===== src/rtl/traffic_phase_scheduler.sv =====
// Demand-actuated 4-way phase scheduler.
// Round-robin green selection, min/max/gap-out timing, emergency preemption.
module traffic_phase_scheduler #(
  parameter int GREEN_MIN = 4,
  parameter int GREEN_MAX = 12,
  parameter int YELLOW_T  = 3,
  parameter int ALLRED_T  = 1,
  parameter int CW        = 4
) (
  input  logic       clk,
  input  logic       rst,
  input  logic [3:0] req,
  input  logic       emg_valid,
  input  logic [1:0] emg_dir,
  output logic [2:0] east,
  output logic [2:0] south,
  output logic [2:0] west,
  output logic [2:0] north,
  output logic [1:0] green_dir,
  output logic       emg_ack
);

  typedef enum logic [1:0] {
    IDLE   = 2'd0,
    GREEN  = 2'd1,
    YELLOW = 2'd2,
    ALLRED = 2'd3
  } state_t;

  localparam logic [CW-1:0] GMIN1 = CW'(GREEN_MIN - 1);
  localparam logic [CW-1:0] GMAX1 = CW'(GREEN_MAX - 1);
  localparam logic [CW-1:0] YEL1  = CW'(YELLOW_T - 1);
  localparam logic [CW-1:0] AR1   = CW'(ALLRED_T - 1);

  state_t        state, state_n;
  logic [1:0]    cur, cur_n;
  logic [CW-1:0] cnt, cnt_n;

  logic [1:0]    sel;
  logic [1:0]    idx;
  logic          found;
  logic [3:0]    own_oh;
  logic          others;
  logic          own;
  logic          min_done;
  logic          max_done;
  logic          demand;
  logic          exit_green;
  logic [3:0][2:0] lamp;

  always_ff @(posedge clk) begin
    if (rst) begin
      state <= IDLE;
      cur   <= 2'd3;
      cnt   <= '0;
    end else begin
      state <= state_n;
      cur   <= cur_n;
      cnt   <= cnt_n;
    end
  end

  // Search starts after cur and wraps, so cur itself is considered last.
  always_comb begin
    sel   = cur;
    idx   = cur;
    found = 1'b0;
    for (int i = 1; i <= 4; i++) begin
      idx = cur + 2'(i);
      if (!found && req[idx]) begin
        sel   = idx;
        found = 1'b1;
      end
    end
    if (emg_valid) sel = emg_dir;
  end

  assign own_oh   = 4'b0001 << cur;
  assign others   = |(req & ~own_oh);
  assign own      = req[cur];
  assign min_done = cnt >= GMIN1;
  assign max_done = cnt >= GMAX1;
  assign demand   = emg_valid | (|req);

  always_comb begin
    exit_green = 1'b0;
    if (emg_valid) begin
      exit_green = emg_dir != cur;
    end else if (min_done) begin
      exit_green = (others && (!own || max_done)) || (!others && !own);
    end
  end

  always_comb begin
    state_n = state;
    cur_n   = cur;
    cnt_n   = cnt;
    unique case (state)
      IDLE: begin
        if (demand) begin
          state_n = GREEN;
          cur_n   = sel;
          cnt_n   = '0;
        end
      end
      GREEN: begin
        cnt_n = max_done ? cnt : cnt + 1'b1;
        if (exit_green) begin
          state_n = YELLOW;
          cnt_n   = '0;
        end
      end
      YELLOW: begin
        if (cnt >= YEL1) begin
          state_n = ALLRED;
          cnt_n   = '0;
        end else begin
          cnt_n = cnt + 1'b1;
        end
      end
      ALLRED: begin
        if (cnt >= AR1) begin
          cnt_n = '0;
          if (demand) begin
            state_n = GREEN;
            cur_n   = sel;
          end else begin
            state_n = IDLE;
          end
        end else begin
          cnt_n = cnt + 1'b1;
        end
      end
      default: begin
        state_n = IDLE;
        cnt_n   = '0;
      end
    endcase
  end

  always_comb begin
    lamp = {4{3'd3}};
    if (state == GREEN) lamp[cur] = 3'd1;
    else if (state == YELLOW) lamp[cur] = 3'd2;
    emg_ack = (state == GREEN) && emg_valid && (emg_dir == cur);
  end

  assign east      = lamp[0];
  assign south     = lamp[1];
  assign west      = lamp[2];
  assign north     = lamp[3];
  assign green_dir = cur;

endmodule


===== config.mk =====
export PLATFORM = sky130hd
export DESIGN_NAME = traffic_phase_scheduler
export DESIGN_NICKNAME = d
export VERILOG_FILES = /design/src/rtl/traffic_phase_scheduler.sv
export SDC_FILE = /design/constraint.sdc
export NUM_CORES = 1
export LEC_CHECK = 0
export BUFFER_PORTS_ARGS = -buffer_cell sky130_fd_sc_hd__buf_2
export CELL_PAD_IN_SITES_DETAIL_PLACEMENT = 0
export CELL_PAD_IN_SITES_GLOBAL_PLACEMENT = 1
export CORE_ASPECT_RATIO = 2
export CORE_MARGIN = 5
export CORE_UTILIZATION = 35
export CTS_BUF_LIST = sky130_fd_sc_hd__clkbuf_8
export CTS_CLUSTER_DIAMETER = 60
export DETAILED_ROUTE_END_ITERATION = 6
export GPL_ROUTABILITY_DRIVEN = 0
export GPL_TIMING_DRIVEN = 0
export PLACE_DENSITY = 0.85
export REMOVE_ABC_BUFFERS = 1
export SETUP_SLACK_MARGIN = 0.4
export SYNTH_ARGS = -nofsm -noshare
export SYNTH_HDL_FRONTEND = slang
export SYNTH_SLANG_ARGS = --single-unit

===== constraint.sdc =====
create_clock -name clk -period 2.25 [get_ports clk]
set_clock_uncertainty 0.1 [all_clocks]
set_input_delay 0.1125 -clock clk [delete_from_list [all_inputs] [get_ports clk]]
set_output_delay 0.1125 -clock clk [all_outputs]
set_load 0.01 [all_outputs]

; Word level (Yosys, flattened, before mapping)
; Index checks and enable logic that the tools add are counted.
[word_totals]
out_inout_bits = 15
register_bits = 8
elab_cells = 90
[classes]
n_reduce_logical = 22
add_sub_neg = 4
n_lt_le_gt_ge = 9
n_bitwise = 4
shifts = 1
n_eq_ne = 10
mux = 37
[op_table]
columns = operator, n
row1 = $mux W2, 11
row2 = $mux W4, 5
row3 = $pmux W4 S4, 1
row4 = $lt A2 B3 Y1 const B, 4
row5 = $mux W11, 1
row6 = $mux W1, 10
row7 = $mux W10, 1
row8 = $bmux W1 S2, 4
row9 = $ge A4 B2 Y1 const B, 2
row10 = $logic_and A1 B1 Y1, 8
row11 = $ne A2 B2 Y1 const B, 4
row12 = $not A8 Y8, 1
row13 = $pmux W2 S4, 1
row14 = $reduce_or A4 Y1, 2
row15 = $demux W3 S2, 1
row16 = $logic_not A1 Y1, 5
row17 = $add A2 B2 Y2 const B, 2
row18 = $add A4 B1 Y4 const B, 1
row19 = $and A4 B4 Y4, 1
row20 = $eq A2 B2 Y1 const B, 2
row21 = $ge A4 B1 Y1 const B, 1
row22 = $ge A4 B4 Y1 const B, 1
row23 = $not A4 Y4, 1
row24 = $pmux W2 S2, 1
row25 = other kinds (14), 16

; Depth between registers and ports, before layout
[depth]
word_depth = 17
mapped_depth = 9
ltp_nobuf = 8

; Worst setup path after synthesis
; OpenSTA, ideal clock, no wires.
[synth_timing]
path_type = flip-flop to flip-flop
startpoint = register cur[0] (netlist: green_dir[0])
endpoint = register cur[0] (netlist: green_dir[0])
path_stages_with_launch = 8
setup_time_ns = 0.122
t_required_ns = 2.028
n_path_buf = 1
period_less_slack_ns = 2.326
arrival_time_ns = 2.104
path_slack_ns = -0.076
cell_sequence = dfxtp_1 -> buf_6 -> inv_1 -> ha_1 -> mux4_1 -> nor2_1 -> a211oi_2 -> a311o_1
[synth_via]
elab_chain_cells = 17
[synth_rtl]
columns = item, line
row1 = "start, declared", 36  ; logic [1:0] cur, cur_n;
row2 = "start signal, assigned", 58  ; cur <= cur_n;
row3 = $add A2 B1 Y2, 69  ; idx = cur + 2'(i);
row4 = $bmux W1 S2, 70  ; if (!found && req[idx]) begin
row5 = $mux W1 (implied by the code), 70
row6 = $mux W1, 70
row7 = $logic_not A1 Y1, 70
row8 = $logic_and A1 B1 Y1, 70
row9 = $mux W1, 70
row10 = $logic_not A1 Y1, 70
row11 = $logic_and A1 B1 Y1, 70
row12 = $mux W1, 70
row13 = $logic_not A1 Y1, 70
row14 = $logic_and A1 B1 Y1, 70
row15 = $mux W2, 70
row16 = $mux W2, 75  ; if (emg_valid) sel = emg_dir;
row17 = $mux W2 (*), "100, 124"
row18 = $mux W2, 122  ; if (cnt >= AR1) begin
row19 = $pmux W2 S2 (*), 98  ; unique case (state)
; Mark *: on every way between the ends. The rest lies on a longest branch, timed or not. The select of a mux whose other input is x is not followed.
; A chain may end at the register's enable or synchronous reset.

; Worst setup path after layout
; Same ends and word-level chain as after synthesis.

==> impl_metrics.json <==
{
  "nets": 163,
  "start_util": 0.3635,
  "tritoncts": "done",
  "die_y_um": 85.39,
  "outcome": "complete, no violations",
  "vias": 936,
  "overflow": 0,
  "p_total_w": 0.001480,
  "wl_mm": 2.469,
  "maxSlewViolCount": 0,
  "leakage_nw": 0.5265,
  "synth_top_cell_by_area": "dfxtp_1",
  "dpl.cell_count": 157,
  "avgSynthCellArea_um2": 8.725,
  "fp-row-count": 27,
  "portBuffers": 19,
  "ir_worst_vdd_mv": 0.4837,
  "antenna_found_initial": 0,
  "slowest_stage": "mux4_2",
  "grt_max_degree": 11,
  "synth_area_um2": 994.7,
  "dpl.hpwl_mm": 1.801,
  "synth-seq-cells": 8,
  "cts_buffers": 3,
  "hold_violations": 0,
  "fillers": 275,
  "endpoint_kind": "flip-flop",
  "cp.required_ns": 2.26,
  "clock_latency_ns": 0.23,
  "gr-usage-met3": 0.01274,
  "ys_types": 46,
  "synthCells": 114,
  "netlist.area_leader.share": 0.1610,
  "core_area_um2": 2736,
  "die_w_um": 47.70,
  "num_antenna_cells": 0,
  "maxCapViolations": 0,
  "drive_above_1_share": 0.4752,
  "cts_sinks": 8,
  "ant_nets": 0,
  "multi_input_area_um2": 875.8,
  "clkTransAtPathRegs_ns": 0.04,
  "setup_ws_ns": 0.1883,
  "cp_max_fo": 6,
  "crit_chain": "inv_6 -> ha_4 -> mux4_2 -> nor2_4 -> a211oi_2 -> a311o_1",
  "setup_viol": 0,
  "syn2layout_area_growth_pct": 33.84,
  "cp_slowest_stage_delay_ns": 0.55,
  "synth.area.top_cells": "dfxtp_1 16%, ha_1 14%, mux4_1 5.3%, nand2_1 5.3%, mux4_2 4.5%",
  "cts_root_buf": "clkbuf_8",
  "pre_cts_ws_ns": -0.4521,
  "drt-vias-per-instance": 5.506,
  "grt_pass1_vias": 897,
  "hold_path_class": "in -> reg",
  "met2_usage": 0.2207,
  "hold_slack_ns": 0.09411,
  "regArea_um2": 170.2,
  "cp-start-kind": "flip-flop",
  "globalRoute.busiestLayer": "met2",
  "min_period_ns": 2.062,
  "powerDensity_nw_per_um2": 1112,
  "io_pins": 24,
  "post_drt_wl_per_cell_um": 14.52,
  "layout.cells.non_filler": 170,
  "track_usage": 0.1207,
  "async_flop_share": 0,
  "crit_arrival_ns": 2.07,
  "dieArea_um2": 4073,
  "setup_tns_ns": 0,
  "path_class": "reg -> reg",
  "first_iter_violations": 25,
  "rsz0062_at_grt": "yes",
  "grt_pass1_wl_mm": 3.788,
  "fin_crit_sh": 0.9163,
  "ys_seq_area_frac": 0.1610,
  "drc": 0,
  "grtUsageMet1": 0.1337,
  "cts_max_level": 1,
  "synthFlopType": "dfxtp_1",
  "synth-edff-count": 0,
  "ys_warn_count": 0,
  "dr.pass1.iters": 3,
  "clock_tree.buffer_depth": 2,
  "clock.fmax_mhz": 485.0
}
layout make-up:
cell class,instances,area share
clock buffers,3,0.03101
inverters,6,0.02256
multi-input cells,95,0.6579
flip-flops and latches,8,0.1278
well taps,29,0.02726
repair buffers,29,0.1335
cells in the mapped netlist (all sizes together) (4+ instances only):
| cell | n |
|---|---|
| nand2 | 15 |
| ha | 11 |
| dfxtp | 8 |
| buf | 6 |
| inv | 6 |
| nor2b | 6 |
| o21ai | 6 |
| a21oi | 5 |
| nor2 | 5 |
| mux2i | 4 |
| mux4 | 4 |
cell usage in the layout, fill, tap and decap left out, drive strengths merged, types with 2 or more instances in the layout:
master  Yosys  final
mux4        4      4
nor2b       6      6
o21ai       6      6
clkbuf      2      3
nor3        2      2
o22ai       2      2
nor2        5      5
nand3b      2      2
inv         6      6
ha         11     11
o31ai       2      2
dfxtp       8      8
nand2      15     15
mux2i       4      4
nand3       3      3
a21oi       5      5
xor2        2      2
buf         6     29
nand2b      3      3
conb        1      4
critical path, delay by kind of cell (launching register included):
family                     cells  cell delay (ns)
AOI/OAI and AO/OA              2             0.40
adders and majority gates      1             0.29
buffers and inverters          1             0.06
DFF                            1             0.42
muxes                          1             0.55
and+or+nand+nor                1             0.13
what timing repair did:
| action | CTS | global route |
|---|---|---|
| buffers inserted | 7 | 3 |
| hold buffers | 0 | 0 |
| resized for setup | 20 | 21 |
| setup endpoints to repair | 8 | 12 |
| pin swaps | 6 | 10 |
| endpoints found under the hold margin | 0 | 0 |
worst paths after layout:
kind	start	endpoint	slack, ns	depth (start not counted)
hold reg to reg	cnt[0]$_SDFFE_PP0P_	cnt[0]$_SDFFE_PP0P_	0.38	1
hold / removal	rst	state[1]$_SDFFE_PP0P_	0.09	2
setup / recovery	green_dir[0]$_SDFFE_PP1P_	green_dir[0]$_SDFFE_PP1P_	0.19	6
setup reg to reg	green_dir[0]$_SDFFE_PP1P_	green_dir[0]$_SDFFE_PP1P_	0.19	6
where the power goes:
| part | internal, W | leakage, nW | switching, W |
|---|---|---|---|
| Clock | 0.000116 | 0.0216 | 0.0000556 |
| Combinational | 0.000511 | 0.438 | 0.000525 |
| Sequential | 0.000193 | 0.0668 | 0.0000800 |
| Total | 0.000820 | 0.526 | 0.000660 |
routing by layer:
| metal | wire [µm] | up-vias | share of wire |
|---|---|---|---|
| met1 | 954 | 451 | 0.39 |
| met5 | 0 | - | 0 |
| met2 | 1369 | 22 | 0.55 |
| met4 | 34 | 0 | 0.014 |
| met3 | 110 | 4 | 0.045 |
| li1 | - | 459 | - |
state kept, by name, indices dropped and copies added (netlist names):
signal and flops:
state 2, green_dir 2, cnt 4
kinds of logic after synthesis:
family / share of synthesized area
buffers and inverters: 0.08302
AOI/OAI and AO/OA: 0.1924
muxes: 0.1497
adders and majority gates: 0.1384
other: 0.003770
and+or+nand+nor: 0.2541
xor gates and xnor gates: 0.01761
DFF: 0.1610
metrics by stage:
step	utilization	cell area [µm²]
2_1_floorplan	-	945.9
3_3_place_gp	0.3937	1077
3_5_place_dp	0.3937	1077
4_1_cts	0.4527	1239
5_1_grt	0.4865	1331
6_report	0.4865	1331
Note: power is estimated with default switching activity, not from simulation.
